### src/rtl/spongent_absorb_feeder.sv
// spongent_absorb_feeder: byte-stream front end for the Spongent Absorb stage.
// Packs message bytes into RATE_BYTES-wide blocks, applies 0x80/zero padding,
// XORs each block into the running sponge state for the Absorb permutation,
// and presents the final absorbed state to the squeeze stage.
// Optional feature: define SPONGENT_FEEDER_BITCNT_EN to add the msg_bits
// output, which counts accepted message bits.
module spongent_absorb_feeder #(
    parameter int STATE_W    = 264,
    parameter int RATE_BYTES = 2
) (
    input  logic               clk,
    input  logic               rst,
    input  logic [7:0]         msg_data,
    input  logic               msg_valid,
    input  logic               msg_last,
    input  logic               msg_empty,
    output logic               msg_ready,
    output logic [STATE_W-1:0] perm_state_in,
    output logic               perm_en,
    input  logic [STATE_W-1:0] perm_state_out,
    input  logic               perm_rdy,
    output logic [STATE_W-1:0] abs_state,
    output logic               abs_valid,
    input  logic               abs_ready
`ifdef SPONGENT_FEEDER_BITCNT_EN
    ,
    output logic [31:0]        msg_bits
`endif
);

    localparam int RATE_W = RATE_BYTES * 8;
    localparam int IDX_W  = (RATE_BYTES > 1) ? $clog2(RATE_BYTES) : 1;
    localparam logic [IDX_W-1:0] LAST_IDX = IDX_W'(RATE_BYTES - 1);
    localparam logic [RATE_W-1:0] PAD_BLOCK = RATE_W'(8'h80);

    typedef enum logic [2:0] {
        S_IDLE,
        S_FILL,
        S_PERM,
        S_PAD,
        S_DONE
    } fsm_t;

    fsm_t               fsm_q, fsm_d;
    logic [STATE_W-1:0] state_reg_q, state_reg_d;
    logic [RATE_W-1:0]  block_buf_q, block_buf_d;
    logic [IDX_W-1:0]   byte_idx_q, byte_idx_d;
    logic               final_flag_q, final_flag_d;
    logic               pad_pend_q, pad_pend_d;
`ifdef SPONGENT_FEEDER_BITCNT_EN
    logic [31:0]        bit_cnt_q, bit_cnt_d;
`endif

    // Register all feeder state; reset aborts any message in flight.
    always_ff @(posedge clk or negedge rst) begin
        if (!rst) begin
            fsm_q        <= S_IDLE;
            state_reg_q  <= '0;
            block_buf_q  <= '0;
            byte_idx_q   <= '0;
            final_flag_q <= 1'b0;
            pad_pend_q   <= 1'b0;
`ifdef SPONGENT_FEEDER_BITCNT_EN
            bit_cnt_q    <= '0;
`endif
        end else begin
            fsm_q        <= fsm_d;
            state_reg_q  <= state_reg_d;
            block_buf_q  <= block_buf_d;
            byte_idx_q   <= byte_idx_d;
            final_flag_q <= final_flag_d;
            pad_pend_q   <= pad_pend_d;
`ifdef SPONGENT_FEEDER_BITCNT_EN
            bit_cnt_q    <= bit_cnt_d;
`endif
        end
    end

    // Next-state logic: byte packing, padding decisions and permutation handoff.
    always_comb begin
        fsm_d        = fsm_q;
        state_reg_d  = state_reg_q;
        block_buf_d  = block_buf_q;
        byte_idx_d   = byte_idx_q;
        final_flag_d = final_flag_q;
        pad_pend_d   = pad_pend_q;
`ifdef SPONGENT_FEEDER_BITCNT_EN
        bit_cnt_d    = bit_cnt_q;
`endif
        case (fsm_q)
            S_IDLE: begin
                state_reg_d  = '0;
                block_buf_d  = '0;
                byte_idx_d   = '0;
                final_flag_d = 1'b0;
                pad_pend_d   = 1'b0;
`ifdef SPONGENT_FEEDER_BITCNT_EN
                bit_cnt_d    = '0;
`endif
                fsm_d        = S_FILL;
            end
            S_FILL: begin
                if (msg_valid) begin
                    if (msg_last && msg_empty && (byte_idx_q == '0)) begin
                        block_buf_d  = PAD_BLOCK;
                        final_flag_d = 1'b1;
                        byte_idx_d   = '0;
                        fsm_d        = S_PERM;
                    end else begin
                        for (int k = 0; k < RATE_BYTES; k++) begin
                            if (byte_idx_q == IDX_W'(k)) begin
                                block_buf_d[8*k +: 8] = msg_data;
                            end
                        end
`ifdef SPONGENT_FEEDER_BITCNT_EN
                        bit_cnt_d = bit_cnt_q + 32'd8;
`endif
                        if (msg_last) begin
                            byte_idx_d = '0;
                            fsm_d      = S_PERM;
                            if (byte_idx_q == LAST_IDX) begin
                                pad_pend_d = 1'b1;
                            end else begin
                                for (int k = 1; k < RATE_BYTES; k++) begin
                                    if (byte_idx_q == IDX_W'(k - 1)) begin
                                        block_buf_d[8*k +: 8] = 8'h80;
                                    end
                                end
                                final_flag_d = 1'b1;
                            end
                        end else if (byte_idx_q == LAST_IDX) begin
                            byte_idx_d   = '0;
                            final_flag_d = 1'b0;
                            fsm_d        = S_PERM;
                        end else begin
                            byte_idx_d = byte_idx_q + 1'b1;
                        end
                    end
                end
            end
            S_PERM: begin
                if (perm_rdy) begin
                    state_reg_d = perm_state_out;
                    block_buf_d = '0;
                    if (final_flag_q) begin
                        fsm_d = S_DONE;
                    end else if (pad_pend_q) begin
                        fsm_d = S_PAD;
                    end else begin
                        fsm_d = S_FILL;
                    end
                end
            end
            S_PAD: begin
                block_buf_d  = PAD_BLOCK;
                pad_pend_d   = 1'b0;
                final_flag_d = 1'b1;
                fsm_d        = S_PERM;
            end
            S_DONE: begin
                if (abs_ready) begin
                    fsm_d = S_IDLE;
                end
            end
            default: begin
                fsm_d = S_IDLE;
            end
        endcase
    end

    // Outputs are decoded straight from registered state so they drop the moment reset asserts.
    always_comb begin
        msg_ready     = (fsm_q == S_FILL);
        perm_en       = (fsm_q == S_PERM);
        abs_valid     = (fsm_q == S_DONE);
        abs_state     = state_reg_q;
        perm_state_in = state_reg_q ^ STATE_W'(block_buf_q);
`ifdef SPONGENT_FEEDER_BITCNT_EN
        msg_bits      = bit_cnt_q;
`endif
    end

endmodule
### config.mk
export PLATFORM = sky130hd
export DESIGN_NAME = spongent_absorb_feeder
export DESIGN_NICKNAME = d
export VERILOG_FILES = /design/src/rtl/spongent_absorb_feeder.sv
export SDC_FILE = /design/constraint.sdc
export NUM_CORES = 1
export LEC_CHECK = 0
export CAP_MARGIN = 20
export CORE_AREA = 2 2 314 316
export DETAILED_ROUTE_END_ITERATION = 10
export DIE_AREA = 0 0 316 318
export PLACE_DENSITY_LB_ADDON = 0.15
export SETUP_SLACK_MARGIN = 0.05
export SLEW_MARGIN = 30
export SYNTH_ARGS = -nofsm -noshare
export SYNTH_HDL_FRONTEND = slang
export SYNTH_SLANG_ARGS = --single-unit
export TNS_END_PERCENT = 5
### constraint.sdc
create_clock -name clk -period 2.4 [get_ports clk]
set_clock_uncertainty 0.05 [all_clocks]
set_input_delay 0.48 -clock clk [delete_from_list [all_inputs] [get_ports clk]]
set_output_delay 0.48 -clock clk [all_outputs]
set_load 0.05 [all_outputs]
==> summary.md <==
| Metric | Value |
|---|---|
| Outcome | completed |
| Total global routing overflow | 0 |
| Detailed Route Iter0 Violations | 480 |
| Most frequent cell after synthesis | dfrtp_1 |
| Warnings from Yosys | 0 |
| Largest net degree at the start of global routing | 61 |
| Setup violators final | 0 |
| Unrepaired setup endpoints after global routing | true |
| TritonCTS Buffers | 38 |
| Clock sinks | 286 |
| # DRC | 0 |
| Top Ports | 810 |
| Die X | 316 um |
| Initial core utilization | 12.7% |
| Worst R2R End | block_buf_q[4]$_DFFE_PN0P_ |
| Worst-margin pin slew | 0.675 ns |
| Area of the multi-input gates | 3000 um^2 |
| Cells after Synth | 954 |
| Required @ worst endpoint | 1.87 ns |
| Post-Route WL | 54400 um |
| Via density | 3.43 |
| Clk slew on worst S/H paths | 0.06 ns |
| Clk root buf | clkbuf_16 |
| Setup TNS | 0 ns |
| Post-route antenna net violation count | 0 |
| Layout area overhead | 74.8% |
| CP arrival | 1.77 ns |
| CTS tree | yes |
| Slew Limit Headroom | 55.0% |
| Largest delay contributor family on the critical path | buffers and inverters |
| Wire per inst | 18.8 um |
| Top FF cell, synth | dfrtp_1 |
| Synth Cell Area | 12300 um^2 |
| Met1 usage | 11.7% |
| All-layer global routing usage | 10.4% |
| Fin crit period | 2.30 ns |
| Crit Path Max Fanout | 3 |
| First-pass GRT wire length | 78400 um |
| CP Cell Sequence | clkdlybuf4s50_1 |
| Vias in the first global route | 10634 |
| DP Area | 20700 um^2 |
| Top cell type's share of synthesized area | 58.0% |
| Clock Latency Late Sink | 0.55 ns |
| Average size of a mapped cell | 12.9 um^2 |
| Number of cells on the critical path | 1 |
| Global route hottest layer | met2 |
| Worst path max stage delay | 0.83 ns |
| Number of port buffers | 809 |
| Top cells by area, synth | dfrtp_1, a22o_1, buf_4, buf_2, xor2_1 |
| Critical R2R Launch | byte_idx_q$_DFFE_PN0P_ |
| Clock Tree Buf Depth | 3 |
| Max Clock Freq | 435 MHz |
| Register Area | 7160 um^2 |
| Post-DP HPWL | 42300 um |
| Worst Setup Start Kind | flop |
| MaxCap Viol Count | 0 |
| Routability cong. | 0.749 |
| Core area | 97400 um^2 |
| Async SR Flop Fraction | 100% |
| Top post-synthesis cells by count | dfrtp_1, a22o_1, buf_4, buf_2, xor2_1 |
| Net count after synthesis | 1233 |
| WP buf/inv | 1 |
| Slowest CP cell | clkdlybuf4s50_1 |
| #FFs+latches synth | 286 |
| EDFF count, synth | 0 |
| Crit Path Class | reg2out |
| Sequential element share of the synthesized area | 58.0% |
| DIE AREA | 100000 um^2 |
| Worst R2R Setup Slack | 0.66 ns |
| Die height | 318 um |
| H-Tree Depth | 2 |
| Initial antenna violation count | 8 |
| Final Max Tran Viols | 0 |
| Worst setup EP type | output port |
| Met3 Use GR | 3.01% |
| Total number of vias | 9898 |
| Layout cells sized above 1 | 10.1% |
| Drt pass-1 iters | 4 |
| Final Net Count | 1847 |
| Yosys top cell by area | dfrtp_1 |
| # rows | 115 |
| Final Hold Violating Endpoints | 0 |
| Period utilisation layout | 95.7% |
| Worst Reg-to-Reg Cells | 4 |
| HP Class | in2async |
| Final Cell Area | 21500 um^2 |
| Fillers | 10500 |
| Yosys cell types | 37 |
| Grt met2 use | 18.9% |
==> through the flow <==
step                util (%)  worst slack, ns  hold WS, ns  std cells
global route            22.1         -0.00389        0.443       2887
finish                  22.1            0.104        0.448       2888
CTS                     22.1           0.0502        0.419       2881
floorplan                  -            0.114        0.134        954
detailed placement      21.2            0.167        0.466       2812
global placement        21.2            0.158        0.456       2812
==> metal layers <==
layer  wire [um]  share of wire [%]  vias to the layer above
met4        1240                2.3                        8
met5          53              0.097                        -
met3        4000                7.3                       75
met2       28700                 53                      409
li1            -                  -                     4456
met1       20500                 38                     4950
==> cell usage in the layout, fill, tap and decap left out, types with 2 or more instances in the layout <==
| master | netlist | routed |
|---|---|---|
| inv_6 | 0 | 2 |
| and3_1 | 9 | 8 |
| mux2_2 | 8 | 8 |
| clkbuf_8 | 0 | 4 |
| clkbuf_1 | 4 | 19 |
| nor2_1 | 5 | 5 |
| a22o_1 | 271 | 271 |
| dlygate4sd2_1 | 0 | 298 |
| bufinv_16 | 0 | 2 |
| nand2b_1 | 3 | 3 |
| dlymetal6s2s_1 | 0 | 3 |
| clkdlybuf4s50_1 | 0 | 488 |
| a211oi_1 | 2 | 2 |
| buf_12 | 0 | 23 |
| nor3_1 | 3 | 2 |
| dfrtp_1 | 286 | 286 |
| a21oi_1 | 5 | 5 |
| clkbuf_16 | 0 | 38 |
| nand2_1 | 2 | 2 |
| buf_4 | 248 | 72 |
| inv_1 | 4 | 4 |
| diode_2 | 0 | 5 |
| o21ai_0 | 4 | 4 |
| xor2_1 | 17 | 17 |
| nor3b_1 | 2 | 2 |
==> layout make-up <==
cell class              count  area share (%)
diodes                      5          0.0581
clock buffers              61            5.00
repair buffers            887            39.8
clock inverters             7           0.499
flip-flops and latches    286            33.2
well taps                1287            7.47
multi-input cells         351            13.9
inverters                   4          0.0697
==> worst max path at each step <==
stage	start	to	slack, ns
floorplan	fsm_q[2]$_DFFE_PN0P_	abs_valid	0.11
global placement	perm_rdy	block_buf_q[4]$_DFFE_PN0P_	0.16
detailed placement	perm_rdy	block_buf_q[4]$_DFFE_PN0P_	0.17
CTS	abs_state[107]$_DFFE_PN0P_	abs_state[107]	0.05
global route	fsm_q[2]$_DFFE_PN0P_	msg_ready	-0.004
finish	abs_state[255]$_DFFE_PN0P_	abs_state[255]	0.10
==> repair_timing <==
action	in CTS	in global routing
setup buffers	0	2
setup endpoints to repair	309	102
hold buffers	1	0
pin swaps	0	0
endpoints found under the hold margin	44	0
resized for setup	299	4
==> kinds of logic (layout without fill, tap and decap cells) <==
family	after synthesis	in the layout	synth area share [%]
buffers and inverters	317	959	17.8
AO/OA/AOI/OAI	292	292	20.5
flip-flops	286	286	58.0
AND/OR/NAND/NOR	33	33	1.60
XOR/XNOR	18	18	1.28
multiplexers	8	8	0.731
other	0	5	0
==> sequential cells by signal, summed over array words and instances (netlist names) <==
signal	count
abs_state	264
block_buf_q	16
fsm_q	3
byte_idx_q	1
final_flag_q	1
pad_pend_q	1
Power is left out: the tool's default activity adds up to more than one toggle a clock period on the data nets, which glitch-free logic cannot reach.
